**src/rtl/wb_port_arbiter_if.sv**
```systemverilog
// Register-file write-port bundle: pipeline writeback request, multi-cycle result
// handshake and the registered write port itself.
interface wb_port_arbiter_if #(
  parameter int DATA_W = 32,
  parameter int REG_W  = 5
);
  logic              pipe_valid;
  logic              pipe_regwrite;
  logic [REG_W-1:0]  pipe_rd;
  logic [DATA_W-1:0] pipe_data;
  logic              pipe_stall;

  // mc handshake: a result transfers on any cycle with mc_valid && mc_ready; mc_valid
  // must not depend on mc_ready, and mc_rd/mc_data are only meaningful while mc_valid.
  logic              mc_valid;
  logic [REG_W-1:0]  mc_rd;
  logic [DATA_W-1:0] mc_data;
  logic              mc_ready;

  logic              rf_we;
  logic [REG_W-1:0]  rf_waddr;
  logic [DATA_W-1:0] rf_wdata;

  logic              dbg_force;

  modport slave (
    input  pipe_valid, pipe_regwrite, pipe_rd, pipe_data,
    input  mc_valid, mc_rd, mc_data,
    output pipe_stall, mc_ready, rf_we, rf_waddr, rf_wdata, dbg_force
  );

  modport master (
    output pipe_valid, pipe_regwrite, pipe_rd, pipe_data,
    output mc_valid, mc_rd, mc_data,
    input  pipe_stall, mc_ready, rf_we, rf_waddr, rf_wdata, dbg_force
  );
endinterface

```
**src/rtl/wb_port_arbiter.sv**
```systemverilog
// Shares the register-file write port between the pipeline writeback stage and a
// small FIFO of multi-cycle results; an age counter forces a buffered result through.
module wb_port_arbiter #(
  parameter int DATA_W     = 32,
  parameter int REG_W      = 5,
  parameter int FIFO_DEPTH = 2,
  parameter int MAX_WAIT   = 4
) (
  input  logic             clk,
  input  logic             rst,
  wb_port_arbiter_if.slave bus
);
  localparam int PTR_W = (FIFO_DEPTH > 1) ? $clog2(FIFO_DEPTH) : 1;
  localparam int CNT_W = $clog2(FIFO_DEPTH + 1);
  localparam int WC_W  = $clog2(MAX_WAIT + 1);
  localparam logic [CNT_W-1:0] DEPTH_C    = CNT_W'(FIFO_DEPTH);
  localparam logic [WC_W-1:0]  MAX_WAIT_C = WC_W'(MAX_WAIT);

  typedef enum logic {ST_NORMAL, ST_FORCE} state_e;

  state_e            state_q, state_d;
  logic [WC_W-1:0]   wait_cnt_q, wait_cnt_d;
  logic [CNT_W-1:0]  count_q, count_d;
  logic [PTR_W-1:0]  rd_ptr_q, rd_ptr_d;
  logic [PTR_W-1:0]  wr_ptr_q, wr_ptr_d;
  logic [REG_W-1:0]  fifo_rd_q   [FIFO_DEPTH];
  logic [REG_W-1:0]  fifo_rd_d   [FIFO_DEPTH];
  logic [DATA_W-1:0] fifo_data_q [FIFO_DEPTH];
  logic [DATA_W-1:0] fifo_data_d [FIFO_DEPTH];
  logic              rf_we_q, rf_we_d;
  logic [REG_W-1:0]  rf_waddr_q, rf_waddr_d;
  logic [DATA_W-1:0] rf_wdata_q, rf_wdata_d;

  logic pipe_req, fifo_req, full, push, grant_pipe, grant_fifo;

  assign pipe_req   = bus.pipe_valid & bus.pipe_regwrite & (bus.pipe_rd != '0);
  assign fifo_req   = (count_q != '0);
  assign full       = (count_q == DEPTH_C);
  // Results addressed to x0 are accepted but never stored.
  assign push       = bus.mc_valid & ~full & (bus.mc_rd != '0);
  assign grant_pipe = (state_q == ST_NORMAL) & pipe_req;
  assign grant_fifo = fifo_req & ((state_q == ST_FORCE) | ~pipe_req);

  assign bus.mc_ready   = ~full;
  assign bus.pipe_stall = (state_q == ST_FORCE) & bus.pipe_valid;
  assign bus.rf_we      = rf_we_q;
  assign bus.rf_waddr   = rf_waddr_q;
  assign bus.rf_wdata   = rf_wdata_q;
  assign bus.dbg_force  = (state_q == ST_FORCE);

  always_comb begin
    fifo_rd_d   = fifo_rd_q;
    fifo_data_d = fifo_data_q;
    wr_ptr_d    = wr_ptr_q;
    rd_ptr_d    = rd_ptr_q;
    count_d     = count_q;
    if (push) begin
      fifo_rd_d[wr_ptr_q]   = bus.mc_rd;
      fifo_data_d[wr_ptr_q] = bus.mc_data;
      wr_ptr_d              = wr_ptr_q + PTR_W'(1);
    end
    if (grant_fifo) rd_ptr_d = rd_ptr_q + PTR_W'(1);
    if (push && !grant_fifo)      count_d = count_q + CNT_W'(1);
    else if (!push && grant_fifo) count_d = count_q - CNT_W'(1);

    state_d    = ST_NORMAL;
    wait_cnt_d = wait_cnt_q;
    if (state_q == ST_FORCE || grant_fifo) begin
      wait_cnt_d = '0;
    end else if (pipe_req && fifo_req) begin
      if (wait_cnt_q != MAX_WAIT_C) wait_cnt_d = wait_cnt_q + WC_W'(1);
      // The edge that brings the age up to its limit moves the head onto the port next.
      if (wait_cnt_d == MAX_WAIT_C) state_d = ST_FORCE;
    end
    if (count_d == '0) wait_cnt_d = '0;

    rf_we_d    = grant_pipe | grant_fifo;
    rf_waddr_d = rf_waddr_q;
    rf_wdata_d = rf_wdata_q;
    if (grant_pipe) begin
      rf_waddr_d = bus.pipe_rd;
      rf_wdata_d = bus.pipe_data;
    end else if (grant_fifo) begin
      rf_waddr_d = fifo_rd_q[rd_ptr_q];
      rf_wdata_d = fifo_data_q[rd_ptr_q];
    end
  end

  always_ff @(posedge clk or posedge rst) begin
    if (rst) begin
      state_q    <= ST_NORMAL;
      wait_cnt_q <= '0;
      count_q    <= '0;
      rd_ptr_q   <= '0;
      wr_ptr_q   <= '0;
      for (int i = 0; i < FIFO_DEPTH; i++) begin
        fifo_rd_q[i]   <= '0;
        fifo_data_q[i] <= '0;
      end
      rf_we_q    <= 1'b0;
      rf_waddr_q <= '0;
      rf_wdata_q <= '0;
    end else begin
      state_q     <= state_d;
      wait_cnt_q  <= wait_cnt_d;
      count_q     <= count_d;
      rd_ptr_q    <= rd_ptr_d;
      wr_ptr_q    <= wr_ptr_d;
      fifo_rd_q   <= fifo_rd_d;
      fifo_data_q <= fifo_data_d;
      rf_we_q     <= rf_we_d;
      rf_waddr_q  <= rf_waddr_d;
      rf_wdata_q  <= rf_wdata_d;
    end
  end
endmodule

```
**src/flat_wrapper.sv**
```systemverilog
// flat-port wrapper written by rule: the top's interface ports become plain ports
module wb_port_arbiter_flat 
#(
  parameter int DATA_W     = 32,
  parameter int REG_W      = 5,
  parameter int FIFO_DEPTH = 2,
  parameter int MAX_WAIT   = 4
)
  (clk, rst, bus_pipe_valid, bus_pipe_regwrite, bus_pipe_rd, bus_pipe_data, bus_mc_valid, bus_mc_rd, bus_mc_data, bus_pipe_stall, bus_mc_ready, bus_rf_we, bus_rf_waddr, bus_rf_wdata, bus_dbg_force);
  wb_port_arbiter_if #(.DATA_W(DATA_W), .REG_W(REG_W)) bus_i ();
  input  logic clk;
  input  logic rst;
  input wire logic [$bits(bus_i.pipe_valid)-1:0] bus_pipe_valid;
  input wire logic [$bits(bus_i.pipe_regwrite)-1:0] bus_pipe_regwrite;
  input wire logic [$bits(bus_i.pipe_rd)-1:0] bus_pipe_rd;
  input wire logic [$bits(bus_i.pipe_data)-1:0] bus_pipe_data;
  input wire logic [$bits(bus_i.mc_valid)-1:0] bus_mc_valid;
  input wire logic [$bits(bus_i.mc_rd)-1:0] bus_mc_rd;
  input wire logic [$bits(bus_i.mc_data)-1:0] bus_mc_data;
  output wire logic [$bits(bus_i.pipe_stall)-1:0] bus_pipe_stall;
  output wire logic [$bits(bus_i.mc_ready)-1:0] bus_mc_ready;
  output wire logic [$bits(bus_i.rf_we)-1:0] bus_rf_we;
  output wire logic [$bits(bus_i.rf_waddr)-1:0] bus_rf_waddr;
  output wire logic [$bits(bus_i.rf_wdata)-1:0] bus_rf_wdata;
  output wire logic [$bits(bus_i.dbg_force)-1:0] bus_dbg_force;
  assign bus_i.pipe_valid = bus_pipe_valid;
  assign bus_i.pipe_regwrite = bus_pipe_regwrite;
  assign bus_i.pipe_rd = bus_pipe_rd;
  assign bus_i.pipe_data = bus_pipe_data;
  assign bus_i.mc_valid = bus_mc_valid;
  assign bus_i.mc_rd = bus_mc_rd;
  assign bus_i.mc_data = bus_mc_data;
  assign bus_pipe_stall = bus_i.pipe_stall;
  assign bus_mc_ready = bus_i.mc_ready;
  assign bus_rf_we = bus_i.rf_we;
  assign bus_rf_waddr = bus_i.rf_waddr;
  assign bus_rf_wdata = bus_i.rf_wdata;
  assign bus_dbg_force = bus_i.dbg_force;
  wb_port_arbiter #(.DATA_W(DATA_W), .REG_W(REG_W), .FIFO_DEPTH(FIFO_DEPTH), .MAX_WAIT(MAX_WAIT)) u_core (.clk(clk), .rst(rst), .bus(bus_i));
endmodule
```
**config.mk**
```make
export PLATFORM = sky130hd
export DESIGN_NAME = wb_port_arbiter_flat
export DESIGN_NICKNAME = d
export VERILOG_FILES = /design/src/rtl/wb_port_arbiter_if.sv /design/src/rtl/wb_port_arbiter.sv /design/src/flat_wrapper.sv
export SDC_FILE = /design/constraint.sdc
export NUM_CORES = 1
export LEC_CHECK = 0
export CAP_MARGIN = 25
export CELL_PAD_IN_SITES_DETAIL_PLACEMENT = 0
export CELL_PAD_IN_SITES_GLOBAL_PLACEMENT = 1
export CORE_UTILIZATION = 43
export CTS_CLUSTER_DIAMETER = 200
export DETAILED_ROUTE_END_ITERATION = 10
export GPL_TIMING_DRIVEN = 0
export PLACE_DENSITY = 0.88
export SLEW_MARGIN = 20
export SYNTH_ARGS = -nofsm -noshare
export SYNTH_HDL_FRONTEND = slang
export SYNTH_SLANG_ARGS = --single-unit
export TNS_END_PERCENT = 10
```
**constraint.sdc**
```tcl
create_clock -name clk -period 7.41 [get_ports clk]
set_input_delay 1.8525 -clock clk [delete_from_list [all_inputs] [get_ports clk]]
set_output_delay 1.8525 -clock clk [all_outputs]
set_load 0.05 [all_outputs]
```
==> summary.md <==
| Metric | Value |
|---|---|
| Root buf cell | `clkbuf_16` |
| Wirelength, routed | `13100 microns` |
| Setup crit end kind | `output port` |
| Top cell type by total area after synthesis | `dfrtp_1` |
| Met2 usage | `37.2%` |
| DIE WIDTH | `113 microns` |
| Drt wl/cell | `17.8 microns` |
| Global-route wire length before repair | `21500 microns` |
| Pwr Total | `around 3.6 mW` |
| Worst Skew | `0.00519 ns` |
| Share of cells above drive strength 1 | `20.3%` |
| Mapped cell area | `between 0.005 and 0.006 sq mm` |
| DRC viols | `0` |
| Synth Register Bits | `120` |
| Post-Synth Simple-Gate Area | `7.67%` |
| Port bufs | `119` |
| Mapped Cells | `438` |
| Achievable Freq | `195 MHz` |
| Die Y | `between 100 and 150 microns` |
| Mux contribution to synthesized area | `22.9%` |
| Ant diodes | `0` |
| R2R setup slack | `approximately 4.5 ns` |
| DP HPWL | `slightly above 9000 microns` |
| Nets | `660` |
| # resized after CTS | `0` |
| Clock Latency Late Sink | `0.41 ns` |
| Setup TNS | `0 ns` |
| Grt met1 use | `28.1%` |
| Crit Reg-Reg Startpoint | `u_core.count_q[0]$_DFF_PP0_` |
| IO Count | `120` |
| Final antenna-violating net count | `0` |
| Maximum VDD drop | `0.291 mV` |
| Post-synth cell types | `34` |
| P per Cell Area | `491 mW/mm^2` |
| Setup Buffers After CTS | `0` |
| Worst EP required | `roughly 5.6 ns` |
| Vias post-DR | `3931` |
| Clock transition at path regs | `roughly 0.050 ns` |
| Hold path cells | `1` |
| Grt total ovfl | `0` |
| Worst hold path class | `flip-flop to flip-flop` |
| Vias in the first global route | `roughly 4.2k` |
| Drt first pass iters | `4` |
| Worst Tran Pin Value | `0.876 ns` |
| HP Start | `u_core.fifo_data_q[3]$_DFFE_PP0P_` |
| Initial Utilization | `44.3%` |
| Core area | `0.0120 sq mm` |
| Cts bufs inserted | `17` |
| CTS Buffer Depth | `2` |
| Detailed Route Iter0 Violations | `198` |
| CP max FO | `3` |
| Number of fill cells | `973` |
| FF-to-FF End | `u_core.bus.rf_wdata[18]$_DFFE_PP0P_` |
| Area of the multi-input gates | `0.00216 sq mm` |
| Hold-critical path endpoint | `u_core.fifo_data_q[3]$_DFFE_PP0P_` |
| Met3 Use GR | `5.36%` |
| Static leakage | `3.12 nW` |
| Endpoints failing setup | `0` |
| Final worst-path cycle share | `69.3%` |
| Critical Path AT | `3.28 ns` |
| Status | `completed` |
| H-tree depth | `4` |
| Critical setup path kind | `input pin to output port` |
| Synth Area in Compound Gates | `8.44%` |
| Largest family of logic cells by synthesized area | `multiplexers` |
| Overall die area | `approximately 0.013 sq mm` |
| Relative slew slack | `41.6%` |
| TritonCTS clock tree | `done` |
| Num rows | `40` |
| Final min period | `5.13 ns` |
| Top Usage Layer GRT | `met2` |
| Largest net degree at the start of global routing | `between 70 and 80` |
| Vias per std cell | `5.33` |
| Average size of a mapped cell | `12.1 sq um` |
| Sequential share of the synthesized area | `56.4%` |
| Initial antenna violation count | `0` |
| Synth Area in Adders | `less than 1%` |
| Mapped Nets | `521` |
| GPL Wtd Cong | `0.761` |
| Sink Count | `120` |
| Critical path launch point type | `input pin` |
| Max-cap violation count | `0` |
| Unrepaired setup endpoints after global routing | `false` |
| Yosys warnings | `0` |
| Synth top area share | `56.4%` |
| Synthesis-to-layout area growth | `38.9%` |
| CTS Hold Bufs | `0` |
| Dominant cells by area after synthesis | `dfrtp_1, mux2_2, mux2i_1` |
| GRT Overall Usage | `22.1%` |
| Pins Over Slew Limit | `0` |
| Register area | `between 0.003 and 0.004 sq mm` |
| Cells on worst reg2reg path | `8` |
| Fin. Hold Viols | `0` |
| Post-Synth XOR/XNOR Area | `0.659%` |
[flip-flops by register name, indices dropped and copies added (netlist names)]
register,count
u_core.bus.dbg_force,1
u_core.bus.rf_we,1
u_core.wr_ptr_q,1
u_core.count_q,2
u_core.fifo_data_q,64
u_core.bus.rf_wdata,32
u_core.fifo_rd_q,10
u_core.rd_ptr_q,1
u_core.wait_cnt_q,3
u_core.bus.rf_waddr,5
[where the power goes]
group          total, mW  switching (mW)  internal (mW)  leakage [nW]
Combinational       1.55           0.879          0.673          1.38
Clock              0.918           0.295          0.623         0.312
Sequential          1.16           0.174          0.988          1.43
Total               3.63            1.35           2.28          3.12
[cell usage in the layout (no fill, tap or decap), types with 2 or more instances in the layout]
cell type,instances
a21oi_1,13
buf_2,8
bufinv_16,5
clkbuf_1,21
clkbuf_16,17
clkbuf_8,3
clkdlybuf4s50_1,119
clkinvlp_4,4
dfrtp_1,120
ha_1,4
inv_1,7
mux2_2,74
mux2i_1,37
nand2_1,69
nor2_1,16
nor2b_1,2
nor3_1,2
nor3b_1,2
o21ai_0,15
o221ai_1,27
xnor2_1,3
[worst max-delay path, stage by stage]
cell and delay, ns:
clkdlybuf4s50_1 0.50, and2_1 0.13, clkdlybuf4s50_1 0.79
[kinds of logic after synthesis]
| family | after synthesis |
|---|---|
| flip-flops | 120 |
| multiplexers | 112 |
| AND/OR/NAND/NOR | 98 |
| AO/OA/AOI/OAI | 63 |
| buffers and inverters | 37 |
| XOR/XNOR | 4 |
| adder cells (fa/ha/maj) | 4 |
[synth_stat cells]
cell	instances
dfrtp_1	120
mux2_2	74
nand2_1	69
mux2i_1	37
o221ai_1	27
clkbuf_1	20
nor2_1	16
o21ai_0	15
a21oi_1	13
buf_2	8
inv_1	8
ha_1	4
xnor2_1	3
nor2b_1	2
nor3_1	2
nor3b_1	2
a2111o_1	1
a211oi_1	1
a211oi_2	1
a2bb2oi_1	1
a31o_2	1
a31oi_1	1
and2_1	1
and3b_1	1
buf_6	1
mux2_4	1
nand3b_1	1
nor4b_1	1
o211ai_1	1
o311a_1	1
or2_2	1
or3_1	1
or4_1	1
xor2_1	1
[routing by layer]
metal / up-vias / wire, microns / share of wire (%)
met1: 1968 / 5790 / 44
met3: 18 / 665 / 5.1
met4: 0 / 150 / 1.1
met5: - / 0 / 0
li1: 1840 / - / -
met2: 105 / 6490 / 50
[layout make-up]
class	instances	area share, %
Clock inverter	11	2.62
Buffer	29	1.71
Clock buffer	21	6.36
Inverter	8	0.474
Timing Repair Buffer	120	16.5
Sequential cell	120	40.6
Tap cell	147	2.49
Multi-Input combinational cell	281	29.2
[stage by stage]
stage / util (%) / hold slack (ns) / cells / cell area (sq um) / setup slack [ns]
2_1_floorplan: - / 0.463 / 438 / 5320 / 2.37
3_3_place_gp: 55.7 / 0.476 / 704 / 6700 / 0.805
3_5_place_dp: 56.0 / 0.493 / 705 / 6730 / 2.29
4_1_cts: 61.5 / 0.506 / 737 / 7390 / 2.28
5_1_grt: 61.5 / 0.513 / 737 / 7390 / 2.26
6_report: 61.5 / 0.503 / 737 / 7390 / 2.28
[how the worst max path moves through the flow]
stage | startpoint | end | slack (ns)
2_1_floorplan | rst | u_core.bus.dbg_force$_DFF_PP0_ | 2.37
3_3_place_gp | rst | u_core.bus.rf_wdata[1]$_DFFE_PP0P_ | 0.80
3_5_place_dp | bus_pipe_valid | bus_pipe_stall | 2.29
4_1_cts | bus_pipe_valid | bus_pipe_stall | 2.28
5_1_grt | bus_pipe_valid | bus_pipe_stall | 2.26
6_report | bus_pipe_valid | bus_pipe_stall | 2.28
No activity file was read; power rests on OpenSTA's default activity.
